File: src/rtl/syn_dual_p_ram.sv
// Simple dual-port synchronous RAM: byte-enabled write port A, read port B,
// selectable read latency, read-during-write policy and post-reset zero-fill.
module syn_dual_p_ram #(
  parameter int DATA_W   = 8,
  parameter int ADDR_W   = 4,
  parameter int DEPTH    = 16,
  parameter int RD_LAT   = 1,
  parameter int RDW_MODE = 0
) (
  input  logic                  clk,
  input  logic                  rst_n,
  input  logic                  cs,
  input  logic                  wr_en,
  input  logic [ADDR_W-1:0]     wr_addr,
  input  logic [DATA_W/8-1:0]   wr_be,
  input  logic [DATA_W-1:0]     wr_data,
  input  logic                  rd_en,
  input  logic [ADDR_W-1:0]     rd_addr,
  output logic [DATA_W-1:0]     rd_data,
  output logic                  rd_valid,
  output logic                  addr_err,
  output logic                  init_done
);

  localparam int BE_W = DATA_W / 8;
  localparam logic [ADDR_W:0] DEPTH_L = (ADDR_W + 1)'(DEPTH);
  localparam logic [ADDR_W:0] LAST_L  = (ADDR_W + 1)'(DEPTH - 1);

  if (RD_LAT != 1 && RD_LAT != 2) begin : g_bad_rd_lat
    $error("syn_dual_p_ram: RD_LAT must be 1 or 2");
  end
  if (DATA_W % 8 != 0) begin : g_bad_data_w
    $error("syn_dual_p_ram: DATA_W must be a multiple of 8");
  end
  if (DEPTH < 1 || DEPTH > (1 << ADDR_W)) begin : g_bad_depth
    $error("syn_dual_p_ram: DEPTH must be in 1..2**ADDR_W");
  end

  typedef enum logic [0:0] {ST_INIT = 1'b0, ST_RUN = 1'b1} state_t;

  function automatic logic [DATA_W-1:0] merge_bytes(
    input logic [DATA_W-1:0] old_w,
    input logic [DATA_W-1:0] new_w,
    input logic [BE_W-1:0]   be
  );
    logic [DATA_W-1:0] res;
    res = old_w;
    for (int i = 0; i < BE_W; i++) begin
      if (be[i]) begin
        res[8*i +: 8] = new_w[8*i +: 8];
      end else begin
        res[8*i +: 8] = old_w[8*i +: 8];
      end
    end
    return res;
  endfunction

  logic [DATA_W-1:0] mem_r [DEPTH];

  state_t              state_r;
  state_t              state_nxt_s;
  logic [ADDR_W-1:0]   init_cnt_r;
  logic                init_last_s;
  logic                init_wr_s;
  logic                run_s;
  logic                init_done_r;

  logic                wr_in_rng_s;
  logic                rd_in_rng_s;
  logic                wr_acc_s;
  logic                rd_acc_s;
  logic                err_s;
  logic [DATA_W-1:0]   mem_rd_s;
  logic [DATA_W-1:0]   rd_word_s;

  logic [DATA_W-1:0]   rd1_data_r;
  logic                rd1_valid_r;
  logic                addr_err_r;

  assign init_last_s = ({1'b0, init_cnt_r} == LAST_L);

  // Init FSM state register
  always_ff @(posedge clk or negedge rst_n) begin
    if (!rst_n) begin
      state_r <= ST_INIT;
    end else begin
      state_r <= state_nxt_s;
    end
  end

  // Init FSM next-state logic
  always_comb begin
    state_nxt_s = state_r;
    case (state_r)
      ST_INIT: begin
        if (init_last_s) begin
          state_nxt_s = ST_RUN;
        end else begin
          state_nxt_s = ST_INIT;
        end
      end
      ST_RUN:  state_nxt_s = ST_RUN;
      default: state_nxt_s = ST_INIT;
    endcase
  end

  // Init FSM outputs
  always_comb begin
    init_wr_s = 1'b0;
    run_s     = 1'b0;
    case (state_r)
      ST_INIT: init_wr_s = 1'b1;
      ST_RUN:  run_s     = 1'b1;
      default: begin
        init_wr_s = 1'b0;
        run_s     = 1'b0;
      end
    endcase
  end

  // Zero-fill address counter; restarts from word 0 on every reset
  always_ff @(posedge clk or negedge rst_n) begin
    if (!rst_n) begin
      init_cnt_r <= '0;
    end else if (init_wr_s && !init_last_s) begin
      init_cnt_r <= init_cnt_r + ADDR_W'(1);
    end else begin
      init_cnt_r <= init_cnt_r;
    end
  end

  // init_done rises on the same edge the FSM enters RUN
  always_ff @(posedge clk or negedge rst_n) begin
    if (!rst_n) begin
      init_done_r <= 1'b0;
    end else begin
      init_done_r <= (state_nxt_s == ST_RUN);
    end
  end

  // Access qualification, range check and read-during-write data selection
  always_comb begin
    wr_in_rng_s = ({1'b0, wr_addr} < DEPTH_L);
    rd_in_rng_s = ({1'b0, rd_addr} < DEPTH_L);
    wr_acc_s    = run_s & cs & wr_en & wr_in_rng_s;
    rd_acc_s    = run_s & cs & rd_en & rd_in_rng_s;
    err_s       = run_s & cs & ((wr_en & ~wr_in_rng_s) | (rd_en & ~rd_in_rng_s));
    mem_rd_s    = mem_r[rd_addr];
    if (!rd_acc_s) begin
      rd_word_s = '0;
    end else if ((RDW_MODE == 1) && wr_acc_s && (wr_addr == rd_addr)) begin
      rd_word_s = merge_bytes(mem_rd_s, wr_data, wr_be);
    end else begin
      rd_word_s = mem_rd_s;
    end
  end

  // Storage array: zero-fill during init, byte-lane writes in run
  always_ff @(posedge clk) begin
    if (init_wr_s) begin
      mem_r[init_cnt_r] <= '0;
    end else if (wr_acc_s) begin
      for (int i = 0; i < BE_W; i++) begin
        if (wr_be[i]) begin
          mem_r[wr_addr][8*i +: 8] <= wr_data[8*i +: 8];
        end
      end
    end
  end

  // First read stage and address-error pulse; idle cycles load zero
  always_ff @(posedge clk or negedge rst_n) begin
    if (!rst_n) begin
      rd1_data_r  <= '0;
      rd1_valid_r <= 1'b0;
      addr_err_r  <= 1'b0;
    end else begin
      rd1_data_r  <= rd_word_s;
      rd1_valid_r <= rd_acc_s;
      addr_err_r  <= err_s;
    end
  end

  if (RD_LAT == 2) begin : g_lat2
    logic [DATA_W-1:0] rd2_data_r;
    logic              rd2_valid_r;

    // Extra output register stage for the two-cycle latency build
    always_ff @(posedge clk or negedge rst_n) begin
      if (!rst_n) begin
        rd2_data_r  <= '0;
        rd2_valid_r <= 1'b0;
      end else begin
        rd2_data_r  <= rd1_data_r;
        rd2_valid_r <= rd1_valid_r;
      end
    end

    assign rd_data  = rd2_data_r;
    assign rd_valid = rd2_valid_r;
  end else begin : g_lat1
    assign rd_data  = rd1_data_r;
    assign rd_valid = rd1_valid_r;
  end

  assign addr_err  = addr_err_r;
  assign init_done = init_done_r;

endmodule

File: config.mk
export PLATFORM = sky130hd
export DESIGN_NAME = syn_dual_p_ram
export DESIGN_NICKNAME = d
export VERILOG_FILES = /design/src/rtl/syn_dual_p_ram.sv
export SDC_FILE = /design/constraint.sdc
export NUM_CORES = 1
export LEC_CHECK = 0
export CAP_MARGIN = 0
export CORE_MARGIN = 2
export CORE_UTILIZATION = 42
export DETAILED_ROUTE_END_ITERATION = 12
export GPL_ROUTABILITY_DRIVEN = 0
export SETUP_SLACK_MARGIN = 0.15
export SYNTH_ARGS = -nofsm -noshare
export SYNTH_HDL_FRONTEND = slang
export SYNTH_SLANG_ARGS = --single-unit
File: constraint.sdc
create_clock -name clk -period 4.6 [get_ports clk]
set_input_delay 0.69 -clock clk [delete_from_list [all_inputs] [get_ports clk]]
set_output_delay 0.69 -clock clk [all_outputs]
set_load 0.01 [all_outputs]
* Word-level counts from Yosys, hierarchy flattened
Memories as Yosys holds them, arrays and structs flattened.
Index checks and enable logic that the tools add are counted.
** Word-level totals
- Register bits :: 14
- RAM bits :: 128
- Input port bits :: 22
- Output and inout bits :: 11
- Logic and storage cells :: 26
- Memories :: 1
** Memory list
- mem_r :: words 16, bits a word 8, read ports 1, clocked after memory_dff 0, write ports 1, line 58 : logic [DATA_W-1:0] mem_r [DEPTH];
** Cells by class
- Add/sub/neg operators :: 1
- Equality and inequality tests :: 1
- Muxes and demuxes :: 12
- Bitwise logic cells :: 4
- Reduce and logical (&&, ||, !) cells :: 3
** Operators by type and width (count)
- two-way mux 8 bit :: 2
- two-way mux 1 bit :: 8
- OR reduction 8 bit :: 1
- adder 4 x 1 -> 4 bit, second input constant :: 1
- == test 4 bit, second input constant :: 1
- two-way mux 4 bit :: 1
- AND 1 bit :: 3
- case mux 1 bit (2 select lines) :: 1
- logical AND 1 bit :: 1
- logical NOT 1 bit :: 1
- inverter 1 bit :: 1

* Logic depth before layout (Yosys ltp)
Gate-level depths: netlist of run 1.
- Word-level depth :: 8
- Mapped depth :: 5
- Depth with buffers taken out :: 4

* Least setup slack after synthesis of run 1
OpenSTA, ideal clock, no wires.
- Path type :: input -> register
- Start point :: input cs
- End point :: memory mem_r[15][0], enable pin
- Library setup time :: 0.370 ns
- Data arrival time :: 1.791 ns
- Data required time :: 4.230 ns
- Slack :: 2.439 ns
- Stages :: 4
- Path buffers :: 1
- Cells stage by stage :: and4_1 buf_2 mux2_2 nor2_1
** Between the ends
- Word-level cells in the longest chain between the ends :: 7
- Elaborated cells on any way between the ends :: 8
** Ends and longest elaborated chain
- from (decl) :: line 12 : input logic cs,
- AND 1 bit (*)
- AND 1 bit (*) :: line 145 : wr_acc_s = run_s & cs & wr_en & wr_in_rng_s;
- two-way mux 1 bit (*) :: line 162 : end else if (wr_acc_s) begin
- two-way mux 1 bit (*) :: line 160 : if (init_wr_s) begin
- two-way mux 1 bit (not written as such) (*) :: line 165 : mem_r[wr_addr][8*i +: 8] <= wr_data[8*i +: 8];
- OR reduction 8 bit (no source line)
- two-way mux 4 bit (no source line) / two-way mux 1 bit (equally long branches)
- to (decl) :: line 58
Every way passes the cells marked *; elsewhere a longest branch is shown, timed or not.

* Worst setup path after layout of run 1
- Start point :: input cs
- End point :: memory mem_r[9][3], enable pin
The elaborated chain is that of the path after synthesis.

==> out/results.tsv, run 1 <==
metric	value	unit
status	finished, final reports clean	
synth_seq_cells	142	
row_count	42	
setup_violations	0	
synth_edf_count	128	
clkTransAtPathRegs	0.06	ns
worst_setup_path_end_kind	register	
path_class	input port to register	
synth.most_common_cell	edfxtp_1	
p_per_area	419	mW/mm²
area.growth.synth_to_final	18.1	%
utilization	0.506	
nFillCells	1088	
vias_per_cell	5.36	
syn_inst	269	
die_width	120	µm
cts.sinks	142	
detail-route-antenna-nets	0	
dp_hpwl	7250	µm
period_share	0.594	
synth_area_leader_cell	edfxtp_1	
yosysUniqueCellTypes	26	
ys.flop_type	edfxtp_1	
clkLatencyLatePin	0.41	ns
p_int	2.26	mW
arrival	2.76	ns
global_route.overflow_total	0	
cts.repair.resized	0	
comb_power_share	0.034	
grt_use_total	0.170	
max_slew_margin	0.297	
yosys-top-cells-area	edfxtp_1, mux4_1, dfrtp_1	
cts_tree	built	
grt_first_pass_wirelength	17100	µm
chipHeight	120	µm
drtIter0Drc	176	
grt_pass1_vias	2709	
yosys_warnings	0	
synth.top_cell.area_share	0.683	
clock-skew-final	0.0138	ns
cap_violations	0	
synthTopCellsByCount	edfxtp_1, mux2i_1, nor2_1	
finalWirelength	11200	µm
pwr-share-seq	0.503	
antenna_cells	0	
rsz0062_at_grt	no	
cp_max_fo	16	
io_buffers	31	
grt_max_degree	32	
clock.fmax	366	MHz
clock_power_share	0.462	
worst_ep_required_time	4.63	ns
vias	2670	
cts_buffer_depth	2	
drc	0	
ios	33	
min_path_type	register to register	
die_area	0.0143	mm²
syn_area	0.00563	mm²
fin_nets	333	
ctsHoldBuffers	0	
vdd_drop_max	0.224	mV
leakage	2.55	nW
hold_violations	0	
layout-drive-gt1-share	0.146	
antenna_found_initial	0	
slew_viol_final	0	
wl_per_cell	22.5	µm
setup-tns-final	0	ns
start_kind	input port	
htreeDepth	4	
synth_area_per_cell	20.9	µm²
hold_depth	1	
first_pass_iters	4	
sw_frac_of_total	0.188	
p_sw	523	µW
initial_core_util	0.428	
core_area	0.0131	mm²
synth_nets	292	
cts_buffers	17	
post-cts-setup-buffer-count	0	
worstMarginPinSlew	1.05	ns
ff2ff_path_depth	3	
ys_seq_area_frac	0.745	
clockRootBuffer	clkbuf_16	
async_reset_ff_frac	0.0986	
fin_crit	2.73	ns
[placed cells by master (no fill, tap or decap)]
cell type        count
mux2i_1             19
mux4_1              18
nand2b_1             1
edfxtp_1           128
and4_1               1
buf_2                1
nor2b_1              5
conb_1               1
nor2_1              19
mux4_2              14
a32oi_1              4
clkbuf_16           17
and3_1               1
nand2_1              4
ha_1                 1
a31oi_1              1
xor2_1               1
inv_1                4
xnor2_1              2
clkinvlp_4           1
and2_1               8
buf_4                3
bufinv_16            2
nand4_1              1
clkbuf_1             4
clkinv_2             5
clkdlybuf4s50_1     30
clkbuf_8             2
o22ai_1              8
mux2_2               2
dfrtp_1             14
[power groups by stage]
stage | clock network (mW) | registers [mW] | logic, mW
2_1_floorplan | 0 | 1.43 | 0.0535
3_3_place_gp | 0 | 1.43 | 0.0965
3_5_place_dp | 0 | 1.43 | 0.0977
4_1_cts | 1.31 | 1.40 | 0.0978
5_1_grt | 1.37 | 1.40 | 0.104
6_report | 1.29 | 1.40 | 0.0957
[registers in the layout, summed over array words and instances (netlist names)]
signal	cells
init_done	1
mem_r	128
init_cnt_r	4
rd_data	8
rd_valid	1
[final timing paths]
path | start | end | slack (ns)
worst min register to register | init_cnt_r[2]$_DFFE_PN0P_ | init_cnt_r[2]$_DFFE_PN0P_ | 0.55
worst max-delay path | cs | mem_r[9][3]$_DFFE_PP_ | 1.87
worst min-delay path | init_cnt_r[2]$_DFFE_PN0P_ | init_cnt_r[2]$_DFFE_PN0P_ | 0.55
worst max register to register | init_done$_DFF_PN0_ | mem_r[9][3]$_DFFE_PP_ | 2.17
max in group asynchronous | rst_n | rd_data[4]$_DFF_PN0_ | 3.43
min in group asynchronous | rst_n | rd_data[6]$_DFF_PN0_ | 0.71
[through the flow]
step / area (µm²) / instances / setup slack, ns / hold slack [ns] / power, mW
2_1_floorplan: 5630 / 269 / 2.44 / 0.394 / 1.48
3_3_place_gp: 6090 / 467 / 1.43 / 0.518 / 1.52
3_5_place_dp: 6090 / 467 / 1.40 / 0.535 / 1.53
4_1_cts: 6650 / 498 / 1.84 / 0.543 / 2.81
5_1_grt: 6650 / 498 / 1.71 / 0.585 / 2.87
6_report: 6650 / 498 / 1.87 / 0.546 / 2.79
[critical path, stage by stage]
cell and delay [ns]:
clkdlybuf4s50_1 0.47, and4_1 0.56, a32oi_1 0.29, nor2_1 0.74
[cell families after synthesis]
kind of cell | Yosys count | synth area share
DFF | 142 | 0.745
xor gates and xnor gates | 3 | 0.00467
muxes | 53 | 0.178
other | 1 | 0.000666
AOI/OAI and AO/OA | 13 | 0.0162
buffers and inverters | 16 | 0.0182
and+or+nand+nor | 40 | 0.0347
adders and majority gates | 1 | 0.00222
[final cells by class]
| type | count | area (µm²) | area share |
|---|---|---|---|
| Inverter | 4 | 15.0 | 0.00226 |
| Clock inverter | 8 | 92.6 | 0.0139 |
| Tap cell | 176 | 220 | 0.0331 |
| Multi-Input combinational cell | 111 | 1330 | 0.200 |
| Clock buffer | 23 | 468 | 0.0704 |
| Timing Repair Buffer | 34 | 328 | 0.0493 |
| Sequential cell | 142 | 4190 | 0.631 |
[routing by layer]
metal	track usage	up-vias	share of wire
li1	-	1189	-
met2	0.245	94	0.46
met1	0.248	1377	0.46
met5	0	-	0
met4	0.0603	0	0.013
met3	0.0494	10	0.064
Note: power is estimated with default switching activity, not from simulation.
==> run 2, diff against run 1 <==
- clock period: 4.6 -> 2.2 ns (I/O delays scaled with it)
==> out/results.tsv, run 2 (synthesis results as in run 1) <==
metric	value	unit	change
vias	2736		was 2670
path_class	input port to register		unchanged
vias_per_cell	5.36		about the same
initial_core_util	0.428		unchanged
clkTransAtPathRegs	0.06	ns	about the same
global_route.overflow_total	0		unchanged
grt_first_pass_wirelength	17400	µm	was 17100 µm
worst_setup_path_end_kind	register		unchanged
die_area	0.0143	mm²	unchanged
rr_startpoint	init_done$_DFF_PN0_		unchanged
nFillCells	1047		was 1088
io_buffers	31		unchanged
grt_max_degree	32		unchanged
min_path_type	input port to async pin		was register to register
layout-drive-gt1-share	0.204		was 0.146
cp_max_fo	11		was 16
first_pass_iters	5		was 4
gr-usage-met3	0.0575		was 0.0494
dp_hpwl	7160	µm	was 7250 µm
p_sw	1.19	mW	was 523 µW
final_common_cell	edfxtp_1		unchanged
critPathTopFamily	simple AND/OR/NAND/NOR gates		unchanged
utilization	0.520		was 0.506
worst_ep_required_time	2.24	ns	was 4.63 ns
stdcell_count	510		was 498
grt.met2_usage	0.248		was 0.245
pwr-share-seq	0.489		was 0.503
fin_hold_ws	0.352	ns	was 0.546 ns
worstReg2RegEnd	mem_r[9][2]$_DFFE_PP_		was mem_r[9][3]$_DFFE_PP_
grt.met1_usage	0.250		was 0.248
cts_tree	built		unchanged
wl_per_cell	21.9	µm	was 22.5 µm
comb_power_share	0.036		was 0.034
hold_violations	0		unchanged
drtIter0Drc	298		was 176
arrival	2.07	ns	was 2.76 ns
largest_reg_flops	128		unchanged
drc	0		unchanged
leakage	2.62	nW	was 2.55 nW
rsz0062_at_grt	yes		was no
finalWirelength	11200	µm	about the same
regMostFlops	mem_r		unchanged
p_per_area	877	mW/mm²	was 419 mW/mm²
grt_use_total	0.173		was 0.170
antenna_cells	0		unchanged
r2r_slack	0.18	ns	was 2.17 ns
cts.sinks	142		unchanged
slew_viol_final	0		unchanged
vdd_drop_max	0.388	mV	was 0.224 mV
status	finished, final reports clean		unchanged
clkLatencyLatePin	0.42	ns	was 0.41 ns
setup_violations	0		unchanged
crit_chain	clkdlybuf4s50_1, and4_1, buf_12, a32oi_1, nor2_1		was clkdlybuf4s50_1, and4_1, a32oi_1, nor2_1
chipHeight	120	µm	unchanged
antenna_found_initial	0		unchanged
worstMarginPinSlew	0.848	ns	was 1.05 ns
fin_crit	2.03	ns	
post-cts-setup-buffer-count	0		unchanged
cp_slowest_cell	nor2_1		unchanged
grt_pass1_vias	2853		was 2709
ctsHoldBuffers	0		unchanged
clock-skew-final	0.0112	ns	was 0.0138 ns
cap_violations	0		unchanged
start_kind	input port		unchanged
clock.fmax	493	MHz	
clockRootBuffer	clkbuf_16		unchanged
area.growth.synth_to_final	21.5	%	was 18.1%
final_cell_mix	edfxtp_1, clkdlybuf4s50_1, mux2i_1, mux4_1, clkbuf_16		was edfxtp_1, clkdlybuf4s50_1, mux2i_1, nor2_1, mux4_1
cts_buffers	17		unchanged
p_int	4.81	mW	was 2.26 mW
die_width	120	µm	unchanged
critPathBufInv	2		was 1
ios	33		unchanged
clock_power_share	0.475		was 0.462
ff2ff_path_depth	4		was 3
dp.cells	478		was 467
finalPower	6.00	mW	was 2.79 mW
cts_buffer_depth	2		unchanged
critPathMaxStageDelay	0.70	ns	was 0.74 ns
busiest_layer	met1		unchanged
row_count	42		unchanged
fin_nets	344		was 333
max_slew_margin	0.432		was 0.297
core_area	0.0131	mm²	unchanged
detail-route-antenna-nets	0		unchanged
sw_frac_of_total	0.198		was 0.188
period_share	0.923		
htreeDepth	4		unchanged
## run 2: area by class of cell
type                       instances  area (µm²)  area share
clock inverter                    15         171      0.0251
tap                              176         220      0.0322
timing repair buffer              45         460      0.0674
inverter                           4        15.0     0.00220
multi-input combinational        111        1350       0.197
sequential                       142        4190       0.614
clock buffer                      17         425      0.0622
## run 2: how the worst max path moves through the flow
stage                                   start                endpoint  slack (ns)  depth (start not counted)
final                                      cs   mem_r[9][2]$_DFFE_PP_        0.17                          5
after global routing                       cs   mem_r[9][2]$_DFFE_PP_        0.11                          5
after CTS                                  cs  mem_r[14][0]$_DFFE_PP_        0.11                          6
after detailed placement                   cs  mem_r[12][2]$_DFFE_PP_       -0.36                          6
after global placement                     cs  mem_r[12][0]$_DFFE_PP_       -0.32                          6
after floorplan           init_done$_DFF_PN0_  mem_r[15][0]$_DFFE_PP_        0.28                          4
## run 2: timing repair
| action | 4_1_cts | 5_1_grt |
|---|---|---|
| pin swaps | 0 | 0 |
| endpoints found under the setup margin | 16 | 54 |
| gates resized for setup | 2 | 5 |
## run 2: metal layers
layer / part of all wire / vias up / wire length [µm]
met5: 0 / - / 0
met4: 0.0096 / 0 / 107
met3: 0.070 / 9 / 789
met2: 0.46 / 111 / 5150
met1: 0.46 / 1402 / 5150
li1: - / 1214 / -
## run 2: worst reg2reg max path, stage by stage (launching register included)
cell	delay, ns
dfrtp_1	0.37
and4_1	0.22
buf_12	0.15
mux2i_1	0.21
nor2_1	0.69
## run 2: metrics by stage
stage	setup WS (ns)	setup TNS, ns	cell area, µm²
6_report	0.170	0	6830
4_1_cts	0.111	0	6820
5_1_grt	0.113	0	6830
3_3_place_gp	-0.316	-19.91	6220
2_1_floorplan	0.278	0	5630
3_5_place_dp	-0.358	-27.33	6220
## run 2: power groups by stage
stage	clock network [mW]	registers, mW	logic (mW)
2_1_floorplan	0	2.99	0.112
3_3_place_gp	0	2.99	0.219
3_5_place_dp	0	2.99	0.220
4_1_cts	2.89	2.93	0.221
5_1_grt	3.02	2.93	0.235
6_report	2.85	2.93	0.217
